### src/rtl/cpu_multicycle_control.sv
// cpu_multicycle_control
// Moore main-control FSM for a multicycle MIPS datapath with a shared ALU and a
// single memory. It handles R-type, lw, sw, beq, j and addi. Funct decoding is
// left to a separate ALU-control block, which is driven through ALUOp.
// Optional build macro OVF_EXCEPTION_EN: a signed overflow in EXEC or ADDIEX
// traps to the OVF state, which loads EPC and Cause and vectors the PC.
// Without the macro, Overflow is ignored and EPCWrite/CauseWrite stay 0.
module cpu_multicycle_control #(
  parameter logic [5:0] OP_RTYPE = 6'b000000,
  parameter logic [5:0] OP_LW    = 6'b100011,
  parameter logic [5:0] OP_SW    = 6'b101011,
  parameter logic [5:0] OP_BEQ   = 6'b000100,
  parameter logic [5:0] OP_J     = 6'b000010,
  parameter logic [5:0] OP_ADDI  = 6'b001000
) (
  input  logic       clk,
  input  logic       rst,
  input  logic [5:0] Opcode,
  input  logic       Overflow,
  output logic       PCWrite,
  output logic       PCWriteCond,
  output logic       IorD,
  output logic       MemRead,
  output logic       MemWrite,
  output logic       MemtoReg,
  output logic       IRWrite,
  output logic [1:0] PCSource,
  output logic [1:0] ALUOp,
  output logic       ALUSrcA,
  output logic [1:0] ALUSrcB,
  output logic       RegWrite,
  output logic       RegDst,
  output logic       EPCWrite,
  output logic       CauseWrite,
  output logic       IllegalOp,
  output logic [3:0] State
);

  typedef enum logic [3:0] {
    S_FETCH  = 4'd0,
    S_DECODE = 4'd1,
    S_MEMADR = 4'd2,
    S_MEMRD  = 4'd3,
    S_MEMWB  = 4'd4,
    S_MEMWR  = 4'd5,
    S_EXEC   = 4'd6,
    S_RWB    = 4'd7,
    S_BEQ    = 4'd8,
    S_JUMP   = 4'd9,
    S_ADDIEX = 4'd10,
    S_ADDIWB = 4'd11,
    S_OVF    = 4'd12
  } state_t;

  state_t r_state;
  state_t w_next;
  logic   w_supported;

  // Opcode belongs to the supported subset; anything else decodes as a NOP.
  assign w_supported = (Opcode == OP_RTYPE) || (Opcode == OP_LW)  ||
                       (Opcode == OP_SW)    || (Opcode == OP_BEQ) ||
                       (Opcode == OP_J)     || (Opcode == OP_ADDI);

`ifndef OVF_EXCEPTION_EN
  // Overflow has no effect in this build; the tie-off documents that on purpose.
  logic w_unused_ovf;
  assign w_unused_ovf = Overflow;
`endif

  // State register: reset drops the FSM back to FETCH, abandoning any instruction.
  // NOTE: sequential state uses non-blocking assignments so every flop samples pre-edge values.
  always_ff @(posedge clk or negedge rst) begin
    if (!rst) r_state <= S_FETCH;
    else      r_state <= w_next;
  end

  // Next-state logic: fixed successor except in DECODE, MEMADR and (optionally) the ALU states.
  always_comb begin
    w_next = S_FETCH;
    case (r_state)
      S_FETCH:  w_next = S_DECODE;
      S_DECODE: begin
        if ((Opcode == OP_LW) || (Opcode == OP_SW)) w_next = S_MEMADR;
        else if (Opcode == OP_RTYPE)                w_next = S_EXEC;
        else if (Opcode == OP_BEQ)                  w_next = S_BEQ;
        else if (Opcode == OP_J)                    w_next = S_JUMP;
        else if (Opcode == OP_ADDI)                 w_next = S_ADDIEX;
        else                                        w_next = S_FETCH;
      end
      S_MEMADR: w_next = (Opcode == OP_LW) ? S_MEMRD : S_MEMWR;
      S_MEMRD:  w_next = S_MEMWB;
`ifdef OVF_EXCEPTION_EN
      S_EXEC:   w_next = Overflow ? S_OVF : S_RWB;
      S_ADDIEX: w_next = Overflow ? S_OVF : S_ADDIWB;
`else
      S_EXEC:   w_next = S_RWB;
      S_ADDIEX: w_next = S_ADDIWB;
`endif
      default:  w_next = S_FETCH;
    endcase
  end

  // Moore outputs decoded from the state; everything is forced to 0 while reset is held.
  // NOTE: every output gets a default first so no path through the case can infer a latch.
  always_comb begin
    PCWrite     = 1'b0;
    PCWriteCond = 1'b0;
    IorD        = 1'b0;
    MemRead     = 1'b0;
    MemWrite    = 1'b0;
    MemtoReg    = 1'b0;
    IRWrite     = 1'b0;
    PCSource    = 2'b00;
    ALUOp       = 2'b00;
    ALUSrcA     = 1'b0;
    ALUSrcB     = 2'b00;
    RegWrite    = 1'b0;
    RegDst      = 1'b0;
    EPCWrite    = 1'b0;
    CauseWrite  = 1'b0;
    IllegalOp   = 1'b0;
    if (rst) begin
      case (r_state)
        S_FETCH: begin
          MemRead = 1'b1;
          IRWrite = 1'b1;
          PCWrite = 1'b1;
          ALUSrcB = 2'b01;
        end
        S_DECODE: begin
          ALUSrcB   = 2'b11;
          IllegalOp = ~w_supported;
        end
        S_MEMADR: begin
          ALUSrcA = 1'b1;
          ALUSrcB = 2'b10;
        end
        S_MEMRD: begin
          MemRead = 1'b1;
          IorD    = 1'b1;
        end
        S_MEMWB: begin
          RegWrite = 1'b1;
          MemtoReg = 1'b1;
        end
        S_MEMWR: begin
          MemWrite = 1'b1;
          IorD     = 1'b1;
        end
        S_EXEC: begin
          ALUSrcA = 1'b1;
          ALUOp   = 2'b10;
        end
        S_RWB: begin
          ALUSrcA  = 1'b1;
          ALUOp    = 2'b10;
          RegWrite = 1'b1;
          RegDst   = 1'b1;
        end
        S_BEQ: begin
          ALUSrcA     = 1'b1;
          ALUOp       = 2'b01;
          PCWriteCond = 1'b1;
          PCSource    = 2'b01;
        end
        S_JUMP: begin
          PCWrite  = 1'b1;
          PCSource = 2'b10;
        end
        S_ADDIEX: begin
          ALUSrcA = 1'b1;
          ALUSrcB = 2'b10;
        end
        S_ADDIWB: begin
          ALUSrcA  = 1'b1;
          ALUSrcB  = 2'b10;
          RegWrite = 1'b1;
        end
`ifdef OVF_EXCEPTION_EN
        S_OVF: begin
          EPCWrite   = 1'b1;
          CauseWrite = 1'b1;
          PCWrite    = 1'b1;
          PCSource   = 2'b11;
        end
`endif
        default: ;
      endcase
    end
  end

  assign State = r_state;

endmodule

### config.mk
export PLATFORM = sky130hd
export DESIGN_NAME = cpu_multicycle_control
export DESIGN_NICKNAME = d
export VERILOG_FILES = /design/src/rtl/cpu_multicycle_control.sv
export SDC_FILE = /design/constraint.sdc
export NUM_CORES = 1
export LEC_CHECK = 0
export CORE_UTILIZATION = 36
export DETAILED_ROUTE_END_ITERATION = 7
export PLACE_DENSITY = 0.78
export SLEW_MARGIN = 10
export SYNTH_ARGS = -nofsm -noshare
export SYNTH_HDL_FRONTEND = slang
export SYNTH_SLANG_ARGS = --single-unit
### constraint.sdc
create_clock -name clk -period 1.95 [get_ports clk]
set_clock_uncertainty 0.2 [all_clocks]
set_input_delay 0.2925 -clock clk [delete_from_list [all_inputs] [get_ports clk]]
set_output_delay 0.2925 -clock clk [all_outputs]
set_load 0.02 [all_outputs]
* Word level (Yosys, flattened, before mapping) *
Index checks and enable logic that the tools add are counted.

storage, ports and cells
  register bits = 4
  output and inout port bits = 23

cells by class
  eq/ne operators = 16
  reduce and logical (&&, ||, !) cells = 15
  mux-type cells = 35
  bitwise logic cells = 1

operators by type and width
  kind                                                                    count
  4-bit one-hot mux with 6 select lines                                   1
  1-bit 2-to-1 mux                                                        22
  4-bit 2-to-1 mux                                                        5
  4-bit by 3-bit equality test with 1-bit output (second input constant)  4
  4-bit equality test (second input constant)                             4
  6-bit equality test (second input constant)                             2
  4-bit by 2-bit equality test with 1-bit output (second input constant)  2
  2-bit one-hot mux with 2 select lines                                   2
  2-bit OR reduction                                                      4
  6-bit by 2-bit equality test with 1-bit output (second input constant)  1
  6-bit by 3-bit equality test with 1-bit output (second input constant)  1
  6-bit by 4-bit equality test with 1-bit output (second input constant)  1
  6-bit zero test                                                         1
  1-bit logical OR                                                        6
  2-bit 2-to-1 mux                                                        3
  2-bit one-hot mux with 3 select lines                                   1
  3-bit OR reduction                                                      2
  6-bit OR reduction                                                      1
  4-bit by 1-bit equality test with 1-bit output (second input constant)  1
  4-bit zero test                                                         1
  3-bit 2-to-1 mux                                                        1
  1-bit inverter                                                          1

* Logic depth before layout (Yosys ltp) *
  word-level depth = 9
  depth in mapped cells = 5
  depth with buffers taken out = 3

* Worst setup path before layout *
OpenSTA, ideal clock, no wires.

  path type = register to output
  start = register r_state[0], in the netlist State[0]
  end = output ALUOp[0]
  path buffers = 2
  setup slack = -19 ps
  stages on the path, launching flop included = 5
  arrival time = 1476 ps
  required time = 1457 ps
  cells stage by stage = dfrtp_1 > buf_2 > or2_1 > nor2_1 > buf_4

on the way
  word-level cells in the longest chain between the ends = 4

RTL lines
  element                                         RTL line  source
  from (decl)                                     55        state_t r_state;
  from (signal assigned)                          74        else r_state <= w_next;
  4-bit by 3-bit equality test with 1-bit output  123       case (r_state)
  2-bit OR reduction (no line)                    n/a
  2-bit one-hot mux with 2 select lines *         123
  2-bit 2-to-1 mux *                              122       if (rst) begin
  to (decl)                                       28        output logic [1:0] ALUOp,

Every way passes the cells marked *; elsewhere a longest branch is shown, timed or not.

* Worst setup path after layout *
  start = input Opcode[4]
  end = output IllegalOp

on the way
  word-level cells in the longest chain between the ends = 9

RTL lines
  element                                                        RTL line  source
  from (decl)                                                    18        input logic [5:0] Opcode,
  6-bit equality test / 6-bit zero test (equally long branches)  60        assign w_supported = (Opcode == OP_RTYPE) || (Opcode == OP_LW) ||
  1-bit logical OR (2 in a row)                                  60
  1-bit logical OR (2 in a row)                                  61        (Opcode == OP_SW) || (Opcode == OP_BEQ) ||
  1-bit logical OR *                                             62        (Opcode == OP_J) || (Opcode == OP_ADDI);
  1-bit inverter *                                               132       IllegalOp = ~w_supported;
  1-bit 2-to-1 mux *                                             123
  1-bit 2-to-1 mux *                                             122
  to (decl)                                                      35        output logic IllegalOp,

Marks and branches as above.

==> impl_metrics.tcl <==
set metrics [dict create \
    yosysWarnings 0 \
    cts_tree "done" \
    hold_class "in2async" \
    cts-root-buf "clkbuf_4" \
    worst_skew_pair.late_latency_ns 0.23 \
    dp_cells 132 \
    dieWidth_um 40.1 \
    async_reset_ff_share_pct 100 \
    diodes 0 \
    grt_start_max_net_pins 11 \
    synth.distinct_cells 34 \
    max-cap-violations 0 \
    synthFlopType "dfrtp_1" \
    grt_pass1_wl_mm 2.67 \
    grt_pass1_vias 652 \
    place_area_um2 943 \
    coreArea_um2 1320 \
    hold_buffers 0 \
    cts_inserted_buffers 3 \
    met1_usage_pct 24.9 \
    synth.most_common_cell "nor2_1" \
    largest_register_ffs 4 \
    p_per_area_nw_per_um2 752 \
    fmax_mhz 515 \
    finish.net_count 132 \
    synthTopCellsByCount "11 x nor2_1, 7 x nand2_1, 4 x a21oi_1, 4 x buf_4, 4 x dfrtp_1" \
    clockBufferDepth 2 \
    swShare_pct 43.9 \
    vias 743 \
    final-instance-count-excl-fill 136 \
    antenna_found_initial 0 \
    rows 13 \
    synth_edf_count 0 \
    crit_arrival_ns 1.45 \
    timing.rr.start "State[1]$_DFF_PN0_" \
    netlist_area_um2 522 \
    vdd_ir_drop_max_v 0.000497 \
    synthCells 73 \
    final.period_utilization_pct 99.6 \
    antenna_left 0 \
    cts.sinks 4 \
    wl_mm 1.86 \
    final_layout_size_suffix_gt1_share_pct 43.8 \
    final_util_pct 71.5 \
    yosys.area.top_type "dfrtp_1" \
    p_int_uw 398 \
    avgRoutedWirePerCell_um 13.7 \
    rsz0062_at_grt "yes" \
    synth_top_area_share_pct 19.2 \
    yosys-top-cells-area "dfrtp_1 19%, nor2_1 7.9%, buf_4 5.8%" \
    grt_busiest_layer "met2" \
    power_switching_uw 311 \
    syn2layout_area_growth_pct 80.6 \
    min_period_ns 1.94 \
    startpoint_type "input pin" \
    drc 0 \
    globalRoute.totalOverflow 0 \
    first_pass_iters 4 \
    use_met3_pct 1.67 \
    cp-end-kind "output port" \
    cp-startpoint "Opcode[4]" \
    floorplan.initialDensity_pct 39.6 \
    grt_util_met2_pct 49.6 \
    first_iter_violations 20 \
    ios 32 \
    clock_power_share_pct 14.4 \
    synth.ff_latch_count 4 \
    stdcell_area_um2 942 \
    final_max_slew_viol_count 0 \
    critPathKind "in2out" \
    viasPerCell 5.46 \
    hpwl_mm 1.30 \
    htreeDepth 1 \
    crit_path_max_fanout 2 \
    comb_power_share_pct 69.2 \
    clk_pin_slew_worst_paths_ns 0.04 \
    seqPwrFrac_pct 16.4 \
    hold_viol 0 \
    yosysSeqAreaShare_pct 19.2 \
    final.setup.tns_ns 0 \
    critPathRequiredTime_ns 1.46 \
    totalPowerFinal_uw 709 \
    grt_usage_pct 24.4 \
    setup_viol 0 \
    leakage_nw 0.518 \
    io_buffers 28 \
    place_congestion 0.881 \
    syn_avg_cell_area_um2 7.15 \
    die-area_um2 1610 \
    die_h_um 40.1 \
    status "completed" \
]
[stage by stage]
step                      hold slack [ns]  setup slack, ns
final                              0.0200          0.00844
after global routing               0.0634          -0.0678
after CTS                          0.0539          0.00155
after detailed placement            0.464           -0.522
after global placement              0.478           -0.490
after floorplan                    -0.203           0.0486
[cell usage in the layout (no fill, tap or decap), drive strengths merged, types with 3 or more instances in the layout]
| master | instances |
|---|---|
| dfrtp | 4 |
| buf | 32 |
| nand2 | 7 |
| a21oi | 4 |
| and3 | 4 |
| nor2 | 12 |
| dlygate4sd2 | 8 |
| nand3 | 3 |
| nor3 | 3 |
| clkdlybuf4s50 | 4 |
| clkbuf | 8 |
[cell families after synthesis]
family	count (synthesis)	share of synthesized area, %
simple gates	40	42.0
compound gates	14	19.2
buf+inv	10	12.2
flops	4	19.2
other cells	1	0.719
xor+xnor	4	6.72
[worst max-delay path: stages]
cell,delay [ns]
clkdlybuf4s50_1,0.46
nor3_2,0.21
o211ai_1,0.13
and4bb_1,0.21
buf_2,0.15
[worst paths after layout]
kind | depth (start not counted) | endpoint | slack [ns]
setup / recovery | 5 | IllegalOp | 0.008
hold / removal | 2 | State[0]$_DFF_PN0_ | 0.02
setup reg to reg | 5 | State[3]$_DFF_PN0_ | 0.28
hold reg to reg | 2 | State[0]$_DFF_PN0_ | 0.50
max in group asynchronous | 2 | State[2]$_DFF_PN0_ | 1.41
min in group clk | 2 | State[0]$_DFF_PN0_ | 0.50
[layer usage]
metal,vias to the layer above,part of all wire (%)
met5,-,0
met4,0,1.2
met3,4,7.2
met2,43,56
met1,339,35
li1,357,-
[power by group through the flow]
stage               clock, mW  sequential (mW)  combinational [mW]
floorplan                   0            0.124               0.223
global placement            0            0.116               0.484
detailed placement          0            0.115               0.492
CTS                     0.105            0.115               0.485
global route            0.109            0.118               0.525
finish                  0.102            0.116               0.490
[area by class of cell]
type | instances | area (um^2)
fillers | 117 | 375
flip-flops and latches | 4 | 103
multi-input cells | 60 | 400
well taps | 15 | 18.8
clock buffers | 3 | 22.5
inverters | 2 | 7.51
repair buffers | 52 | 390
[what timing repair did]
action / in CTS / in global routing
pin swaps: 1 / 0
buffers inserted: 1 / 0
endpoints found under the setup margin: 19 / 16
resized for setup: 54 / 16
(Power assumes the default switching activity.)
